**config.mk**
```make
export PLATFORM = sky130hd
export DESIGN_NAME = ghost_motion_ctrl_flat
export DESIGN_NICKNAME = d
export VERILOG_FILES = /design/src/rtl/ghost_motion_ctrl_if.sv /design/src/rtl/ghost_motion_ctrl.sv /design/src/flat_wrapper.sv
export SDC_FILE = /design/constraint.sdc
export NUM_CORES = 1
export LEC_CHECK = 0
export BUFFER_PORTS_ARGS = -buffer_cell sky130_fd_sc_hd__buf_2
export CAP_MARGIN = 0
export CORE_MARGIN = 1.5
export CORE_UTILIZATION = 47
export CTS_BUF_LIST = sky130_fd_sc_hd__clkbuf_4 sky130_fd_sc_hd__clkbuf_8 sky130_fd_sc_hd__clkbuf_16
export CTS_CLUSTER_SIZE = 28
export DETAILED_ROUTE_END_ITERATION = 6
export HOLD_SLACK_MARGIN = 0.02
export PLACE_DENSITY = 0.88
export SYNTH_ARGS = -nofsm -noshare
export SYNTH_HDL_FRONTEND = slang
export SYNTH_SLANG_ARGS = --single-unit
export TNS_END_PERCENT = 5
```
**constraint.sdc**
```tcl
create_clock -name clk -period 3.6 [get_ports clk]
set_input_delay 0.72 -clock clk [delete_from_list [all_inputs] [get_ports clk]]
set_output_delay 0.72 -clock clk [all_outputs]
set_load 0.01 [all_outputs]
```
**src/rtl/ghost_motion_ctrl_if.sv**
```systemverilog
`timescale 1ns/1ps
// Video-slot bus: one request per cycle, combinational write strobe.
// The CPU side drives it as master; the sprite-core side is driven by the controller.
interface ghost_motion_ctrl_if;
  logic        cs;
  logic        write;
  logic [13:0] addr;
  logic [31:0] wr_data;

  modport master (output cs, write, addr, wr_data);
  modport slave  (input  cs, write, addr, wr_data);
endinterface

```
**src/rtl/ghost_motion_ctrl.sv**
```systemverilog
`timescale 1ns/1ps
// Ghost sprite motion sequencer: per-frame position step with edge bounce, arbitrated onto the sprite slot port.
// Optional GHOST_CPU_SNOOP_EN: granted CPU writes to x0/y0 also teleport the internal position.
//
// state | meaning
// IDLE  | waiting for a frame tick
// CALC  | one cycle, step px/py and bounce velocities
// WR_X  | write px to x0 once the CPU is not using the slot port
// WR_Y  | write py to y0 once the CPU is not using the slot port
module ghost_motion_ctrl #(
  parameter int H_MAX    = 640,
  parameter int V_MAX    = 480,
  parameter int SPRITE_W = 32,
  parameter int SPRITE_H = 32
) (
  input  logic                       clk,
  input  logic                       reset,
  input  logic [10:0]                x_i,
  input  logic [10:0]                y_i,
  input  logic                       ctrl_wr_i,
  input  logic [1:0]                 ctrl_addr_i,
  input  logic [31:0]                ctrl_data_i,
  ghost_motion_ctrl_if.slave         cpu_if,
  ghost_motion_ctrl_if.master        core_if,
  output logic                       busy_o,
  output logic                       overrun_o
);

  localparam logic [10:0] X_LIM   = 11'(H_MAX - SPRITE_W);
  localparam logic [10:0] Y_LIM   = 11'(V_MAX - SPRITE_H);
  localparam logic [13:0] ADDR_X0 = 14'h2001;
  localparam logic [13:0] ADDR_Y0 = 14'h2002;

  typedef enum logic [1:0] {IDLE, CALC, WR_X, WR_Y} state_t;

  typedef struct packed {
    logic [3:0]  v;
    logic [10:0] p;
  } axis_t;

  // Position stays in 0..LIM, so a 12-bit sum never overflows; bit 11 flags a negative result.
  function automatic axis_t step_axis(input logic [10:0] p, input logic [3:0] v,
                                      input logic [10:0] lim);
    logic [11:0] n;
    axis_t       r;
    n   = {1'b0, p} + {{8{v[3]}}, v};
    r.v = v;
    r.p = n[10:0];
    if (n[11]) begin
      r.p = '0;
      r.v = 4'd0 - v;
    end else if (n[10:0] > lim) begin
      r.p = lim;
      r.v = 4'd0 - v;
    end
    return r;
  endfunction

`ifdef GHOST_CPU_SNOOP_EN
  function automatic logic [10:0] clamp(input logic [10:0] v, input logic [10:0] lim);
    return (v > lim) ? lim : v;
  endfunction
`endif

  state_t      state_q, state_d;
  logic        cond, cond_q, tick;
  logic        en_q, en_d;
  logic [3:0]  dx_q, dx_d, dy_q, dy_d;
  logic [10:0] px_q, px_d, py_q, py_d;
  logic        busy_q, busy_d;
  logic        overrun_q, overrun_d;
  axis_t       nx, ny;
  logic        unused_ctrl;

  assign unused_ctrl = ^ctrl_data_i[31:4];

  // Edge detect makes the tick independent of how many clk cycles a pixel lasts.
  assign cond = (x_i == 11'd0) && (y_i == 11'(V_MAX));
  assign tick = cond && !cond_q;

  assign nx = step_axis(px_q, dx_q, X_LIM);
  assign ny = step_axis(py_q, dy_q, Y_LIM);

  always_comb begin
    state_d         = state_q;
    en_d            = en_q;
    dx_d            = dx_q;
    dy_d            = dy_q;
    px_d            = px_q;
    py_d            = py_q;
    overrun_d       = overrun_q;
    core_if.cs      = 1'b0;
    core_if.write   = 1'b0;
    core_if.addr    = '0;
    core_if.wr_data = '0;

    if (cpu_if.cs) begin
      core_if.cs      = 1'b1;
      core_if.write   = cpu_if.write;
      core_if.addr    = cpu_if.addr;
      core_if.wr_data = cpu_if.wr_data;
    end

    case (state_q)
      IDLE: if (tick && en_q) state_d = CALC;
      CALC: begin
        px_d    = nx.p;
        dx_d    = nx.v;
        py_d    = ny.p;
        dy_d    = ny.v;
        state_d = WR_X;
      end
      WR_X: if (!cpu_if.cs) begin
        core_if.cs      = 1'b1;
        core_if.write   = 1'b1;
        core_if.addr    = ADDR_X0;
        core_if.wr_data = {21'b0, px_q};
        state_d         = WR_Y;
      end
      WR_Y: if (!cpu_if.cs) begin
        core_if.cs      = 1'b1;
        core_if.write   = 1'b1;
        core_if.addr    = ADDR_Y0;
        core_if.wr_data = {21'b0, py_q};
        state_d         = IDLE;
      end
      default: state_d = IDLE;
    endcase

`ifdef GHOST_CPU_SNOOP_EN
    // Placed after CALC so a coincident teleport overrides the computed step.
    if (cpu_if.cs && cpu_if.write && (cpu_if.addr == ADDR_X0))
      px_d = clamp(cpu_if.wr_data[10:0], X_LIM);
    if (cpu_if.cs && cpu_if.write && (cpu_if.addr == ADDR_Y0))
      py_d = clamp(cpu_if.wr_data[10:0], Y_LIM);
`endif

    if (ctrl_wr_i) begin
      case (ctrl_addr_i)
        2'd0: begin
          en_d = ctrl_data_i[0];
          if (ctrl_data_i[1]) overrun_d = 1'b0;
        end
        2'd1:    dx_d = ctrl_data_i[3:0];
        2'd2:    dy_d = ctrl_data_i[3:0];
        default: ;
      endcase
    end

    // A dropped tick must not be lost to a same-cycle clear.
    if (tick && busy_q) overrun_d = 1'b1;

    busy_d = (state_d != IDLE);
  end

  always_ff @(posedge clk or posedge reset) begin
    if (reset) begin
      state_q   <= IDLE;
      cond_q    <= 1'b0;
      en_q      <= 1'b0;
      dx_q      <= 4'd1;
      dy_q      <= 4'd1;
      px_q      <= '0;
      py_q      <= '0;
      busy_q    <= 1'b0;
      overrun_q <= 1'b0;
    end else begin
      state_q   <= state_d;
      cond_q    <= cond;
      en_q      <= en_d;
      dx_q      <= dx_d;
      dy_q      <= dy_d;
      px_q      <= px_d;
      py_q      <= py_d;
      busy_q    <= busy_d;
      overrun_q <= overrun_d;
    end
  end

  assign busy_o    = busy_q;
  assign overrun_o = overrun_q;

endmodule

```
**src/flat_wrapper.sv**
```systemverilog
// flat-port wrapper written by rule: the top's interface ports become plain ports
module ghost_motion_ctrl_flat 
#(
  parameter int H_MAX    = 640,
  parameter int V_MAX    = 480,
  parameter int SPRITE_W = 32,
  parameter int SPRITE_H = 32
)
  (clk, reset, x_i, y_i, ctrl_wr_i, ctrl_addr_i, ctrl_data_i, busy_o, overrun_o, cpu_if_cs, cpu_if_write, cpu_if_addr, cpu_if_wr_data, core_if_cs, core_if_write, core_if_addr, core_if_wr_data);
  ghost_motion_ctrl_if cpu_if_i ();
  ghost_motion_ctrl_if core_if_i ();
  input  logic clk;
  input  logic reset;
  input  logic [10:0] x_i;
  input  logic [10:0] y_i;
  input  logic ctrl_wr_i;
  input  logic [1:0] ctrl_addr_i;
  input  logic [31:0] ctrl_data_i;
  output logic busy_o;
  output logic overrun_o;
  input wire logic [$bits(cpu_if_i.cs)-1:0] cpu_if_cs;
  input wire logic [$bits(cpu_if_i.write)-1:0] cpu_if_write;
  input wire logic [$bits(cpu_if_i.addr)-1:0] cpu_if_addr;
  input wire logic [$bits(cpu_if_i.wr_data)-1:0] cpu_if_wr_data;
  output wire logic [$bits(core_if_i.cs)-1:0] core_if_cs;
  output wire logic [$bits(core_if_i.write)-1:0] core_if_write;
  output wire logic [$bits(core_if_i.addr)-1:0] core_if_addr;
  output wire logic [$bits(core_if_i.wr_data)-1:0] core_if_wr_data;
  assign cpu_if_i.cs = cpu_if_cs;
  assign cpu_if_i.write = cpu_if_write;
  assign cpu_if_i.addr = cpu_if_addr;
  assign cpu_if_i.wr_data = cpu_if_wr_data;
  assign core_if_cs = core_if_i.cs;
  assign core_if_write = core_if_i.write;
  assign core_if_addr = core_if_i.addr;
  assign core_if_wr_data = core_if_i.wr_data;
  ghost_motion_ctrl #(.H_MAX(H_MAX), .V_MAX(V_MAX), .SPRITE_W(SPRITE_W), .SPRITE_H(SPRITE_H)) u_core (.clk(clk), .reset(reset), .x_i(x_i), .y_i(y_i), .ctrl_wr_i(ctrl_wr_i), .ctrl_addr_i(ctrl_addr_i), .ctrl_data_i(ctrl_data_i), .cpu_if(cpu_if_i), .core_if(core_if_i), .busy_o(busy_o), .overrun_o(overrun_o));
endmodule
```
**After elaboration in Yosys (flattened, before gate mapping)**

Index checks and enable logic that the tools add are counted.

- Logic and storage cells: 68
- Flip-flop bits (word level): 36
- Output and inout bits: 50

- Reduce and logical (&&, ||, !) cells: 15
- Add/sub/neg operators: 4
- Equality and inequality tests: 6
- Magnitude comparators: 2
- Muxes and demuxes: 32

Operator list:

| cell | count |
|---|---|
| two-way mux 32 bit | 3 |
| one-hot mux 32 bit (2 select lines) | 1 |
| two-way mux 15 bit | 4 |
| two-way mux 14 bit | 3 |
| one-hot mux 14 bit (2 select lines) | 1 |
| adder 11 x 12 -> 12 bit | 2 |
| two-way mux 4 bit | 6 |
| == test 11 x 9 -> 1 bit, second input constant | 1 |
| > comparator 11 x 10 -> 1 bit, second input constant | 1 |
| > comparator 11 x 9 -> 1 bit, second input constant | 1 |
| zero test 11 bit | 1 |
| two-way mux 1 bit | 10 |
| one-hot mux 2 bit (4 select lines) | 1 |
| nonzero test 2 bit | 4 |
| subtractor 1 x 4 -> 4 bit, first input constant | 2 |
| == test 2 bit, second input constant | 3 |
| two-way mux 2 bit | 3 |
| == test 2 x 1 -> 1 bit, second input constant | 2 |
| logical AND 1 bit | 4 |
| zero test 2 bit | 2 |
| AND reduction 3 bit | 1 |
| AND reduction 2 bit | 1 |
| OR reduction 2 bit | 1 |
| zero test 1 bit | 1 |

**Depth between registers and ports, before layout**

- Depth after elaboration: 7
- Mapped depth: 11

**Worst setup path before layout**

No wires, ideal clock.

- Path kind: register -> register
- From: register u_core.px_q[0]
- To: register u_core.dx_q[2]
- Arrival: 2969 ps
- Clock period less this slack: 3051 ps
- Data required time: 3518 ps
- Library setup time: 82 ps
- Stages on the path, launching flop included: 11
- Slack: 549 ps
- Cell sequence: dfrtp_1 ha_1 fa_1 a211o_1 a21o_1 o2111a_1 or3_4 a2111oi_4 nand2_4 a21bo_1 a31oi_1

- Cells in the longest elaborated chain, start to end: 7

Ends and longest elaborated chain:

| item | line | source |
|---|---|---|
| start, declared | ghost_motion_ctrl.sv:69 | `logic [10:0] px_q, px_d, py_q, py_d;` |
| start signal, assigned | ghost_motion_ctrl.sv:173 | `px_q <= px_d;` |
| adder 11 x 12 -> 12 bit (*) | ghost_motion_ctrl.sv:46 | `n = {1'b0, p} + {{8{v[3]}}, v};` |
| > comparator 11 x 10 -> 1 bit | ghost_motion_ctrl.sv:52 | `end else if (n[10:0] > lim) begin` |
| two-way mux 15 bit | ghost_motion_ctrl.sv:52 |  |
| two-way mux 15 bit (*) | ghost_motion_ctrl.sv:49 | `if (n[11]) begin` |
| two-way mux 4 bit (*) | ghost_motion_ctrl.sv:104 | `case (state_q)` |
| two-way mux 4 bit | ghost_motion_ctrl.sv:139 | `case (ctrl_addr_i)` |
| two-way mux 4 bit (*) | ghost_motion_ctrl.sv:138 | `if (ctrl_wr_i) begin` |
| named net u_core.dx_d[2] | ghost_motion_ctrl.sv:68 | `logic [3:0] dx_q, dx_d, dy_q, dy_d;` |
| end signal, assigned | ghost_motion_ctrl.sv:161 | `dx_q <= 4'd1;` |
| end signal, assigned | ghost_motion_ctrl.sv:171 | `dx_q <= dx_d;` |
| end, declared | ghost_motion_ctrl.sv:68 |  |

Mark *: on every way through the listed nets, which the timed path passes. The rest lies on a longest branch.
A chain may end at the register's enable or synchronous reset.

**Worst setup path after layout**

- From: register u_core.px_q[0]
- To: register u_core.dx_q[1]

Same word-level chain as after synthesis.

==> run metrics <==
vias per inst=5.65; final WL=8890 um; Die X=86.4 um; pre-CTS setup slack=235 ps; post-synthesis cell type count=54; critical path type=flop to flop; Core Box Area=6760 um2; worst setup path endpoint=u_core.dx_q[1]$_DFF_PP0_; Clock power frac=0.122; Power Density=778 nW/um2; max-slew violations=0; most frequent cells after synthesis=nand2_1 (59), and2_1 (40), o21ai_0 (35); RR Endpoint=u_core.dx_q[1]$_DFF_PP0_; Filler cells=563; diode count=0; initial antenna violation count=0; DRC=0; combinational share of power=0.660; worst min path class=input port to async pin; Bufs on Longest Clock Path=2; Worst Tran Pin Value=872 ps; Setup Viol. Count Final=0; Int Pwr=0.00170 W; outcome=completed; I/O Buffers=128; total power=0.00322 W; register share of total power=0.218; first-pass GRT wire length=14700 um; switching part of the total=0.474; grt ovf=0; Post-Syn Instances=396; drt first-iter violations=201; Finished Layout Cells=605; share of cells above drive strength 1=0.295; Peak VDD IR=0.573 mV; CTS Buf Count=5; max cap viols=0; r2r setup slk=250 ps; Worst EP arrival=3520 ps; ANT nets after route=0; Die ar.=7460 um2; die height=86.4 um; Warnings, synthesis=0; Post-Route Skew=8.62 ps; Area growth syn-to-layout=26.7%; CTS Root Cell=clkbuf_8; CTS H-tree lvls=2; CP peak stage delay=480 ps; routability congestion estimate=0.882; Final nets=657; Reg2Reg Depth=10; Reg clk slew, reported paths=80 ps; All-Layer GR Usage=0.244; HPWL Detailed=7110 um; leakage power=2.18 nW; Fin Hold WS=517 ps; FF-to-FF Start=u_core.px_q[0]$_DFFE_PP0P_; critical-path maximum fanout=3; RSZ-0062 raised after global routing=no; clk sinks=36; worst-skew pair later-pin latency=290 ps; # IOs=157; Starting Density=0.483; largest net degree at the start of global routing=52; FMAX=298 MHz; Synth Flop Type=dfrtp_1; crit share post-route=0.931; area share of the largest cell type after synthesis=0.261; DRT Pass-1 Iters=4; wire length per cell=14.7 um; EDFF count, synth=0; CP required=3770 ps; Tmin final=3350 ps; CP Cell Sequence=ha_1 > fa_1 > a211o_1 > a21o_1 > o2111a_1 > or3_4 > a2111oi_4 > a21oi_1 > mux2i_1 > a21oi_1; CP Capture Type=flop; Worst Slack Setup Final=249 ps; sequential area share after synthesis=0.277; Row Count=30; vias in the first global route=3321; final hold violations=0; # placed instances=597; Post-synth ARST share=1.00; count leader, synth=nand2_1; NetSw=0.00153 W; hold buffer count at CTS=0; CTS tree=yes; Slowest cell on crit path=a2111oi_4; Slew HR=0.417; crit start category=flop; Worst path most repeated cell=a21oi_1; synthesized area per cell=8.25 um2; Synth Net Count=529; Fin Setup TNS=0 ps; top cell type by total area after synthesis=dfrtp_1; post-CTS setup buffers=0; Synth Cell Area=3270 um2; CP startpoint=u_core.px_q[0]$_DFFE_PP0P_; Area contributors post-synth=dfrtp_1 (26%), ha_1 (9.2%), and2_1 (7.7%); register bit count reported by yosys=36; vias after detailed routing=3419
worst min-delay path by stage:
stage | end | startpoint | slack [ps]
floorplan | u_core.px_q[6]$_DFFE_PP0P_ | u_core.px_q[6]$_DFFE_PP0P_ | 470
global placement | u_core.overrun_o$_DFFE_PP0P_ | u_core.overrun_o$_DFFE_PP0P_ | 480
detailed placement | u_core.overrun_o$_DFFE_PP0P_ | u_core.overrun_o$_DFFE_PP0P_ | 500
CTS | u_core.overrun_o$_DFFE_PP0P_ | u_core.overrun_o$_DFFE_PP0P_ | 520
global route | u_core.overrun_o$_DFFE_PP0P_ | u_core.overrun_o$_DFFE_PP0P_ | 540
finish | u_core.cond_q$_DFF_PP0_ | reset | 520
cell families (layout without fill, tap and decap cells):
group	count (synthesis)	after routing	share of synthesized area
AND/OR/NAND/NOR	174	174	0.284
AO/OA/AOI/OAI	109	109	0.228
flip-flops	36	36	0.277
adder cells (fa/ha/maj)	26	26	0.104
buffers and inverters	25	154	0.0287
multiplexers	14	14	0.0433
XOR/XNOR	12	12	0.0345
worst max-delay path, delay by kind of cell, from the launching register on:
family / cells / cell delay (ps)
compound gates: 6 / 1550
simple gates: 1 / 400
mux: 1 / 220
fa+ha+maj: 2 / 660
flops: 1 / 410
registers in the layout, summed over array words and instances (netlist names):
name / flops
u_core.busy_o: 1
u_core.cond_q: 1
u_core.dx_q: 4
u_core.dy_q: 4
u_core.en_q: 1
u_core.overrun_o: 1
u_core.px_q: 11
u_core.py_q: 11
u_core.state_q: 2
per-layer routing:
metal | global-route usage | up-vias | wire, um
li1 | - | 1697 | -
met1 | 0.282 | 1604 | 3610
met2 | 0.464 | 109 | 4670
met3 | 0.0267 | 9 | 439
met4 | 0.0836 | 0 | 163
met5 | 0 | - | 0
area by class of cell:
| class | instances | area [um2] | share of cell area |
|---|---|---|---|
| Clock buffer | 7 | 96.3 | 0.0233 |
| Clock inverter | 1 | 30.0 | 0.00726 |
| Inverter | 11 | 41.3 | 0.00998 |
| Multi-Input combinational cell | 335 | 2270 | 0.550 |
| Sequential cell | 36 | 903 | 0.218 |
| Tap cell | 80 | 100 | 0.0242 |
| Timing Repair Buffer | 135 | 693 | 0.167 |
placed cells by master (no fill, tap or decap), types with 6 or more instances in the layout:
cell,n
a21oi_1,19
dfrtp_1,34
nand3_1,9
and2_1,40
nand2b_1,7
xor2_1,6
clkbuf_8,7
buf_2,128
a21o_1,12
buf_4,7
mux2i_1,13
o21ai_0,35
nand2_1,59
inv_1,11
nor2_1,15
ha_1,24
what timing repair did:
item,CTS,global route
setup endpoints to repair,0,1
hold endpoints to repair,0,0
resized for setup,0,2
per-stage QoR:
step	util	area [um2]
6_report	0.613	4140
5_1_grt	0.613	4140
4_1_cts	0.612	4130
3_5_place_dp	0.593	4010
3_3_place_gp	0.593	4010
2_1_floorplan	-	3270
power by group through the flow:
stage               logic (W)  clock network [W]  registers [W]
detailed placement    0.00207                  0       0.000705
floorplan             0.00159                  0       0.000662
global route          0.00240           0.000405       0.000719
global placement      0.00199                  0       0.000693
CTS                   0.00209           0.000395       0.000698
finish                0.00213           0.000392       0.000702
Power figures use the tool's default switching activity.
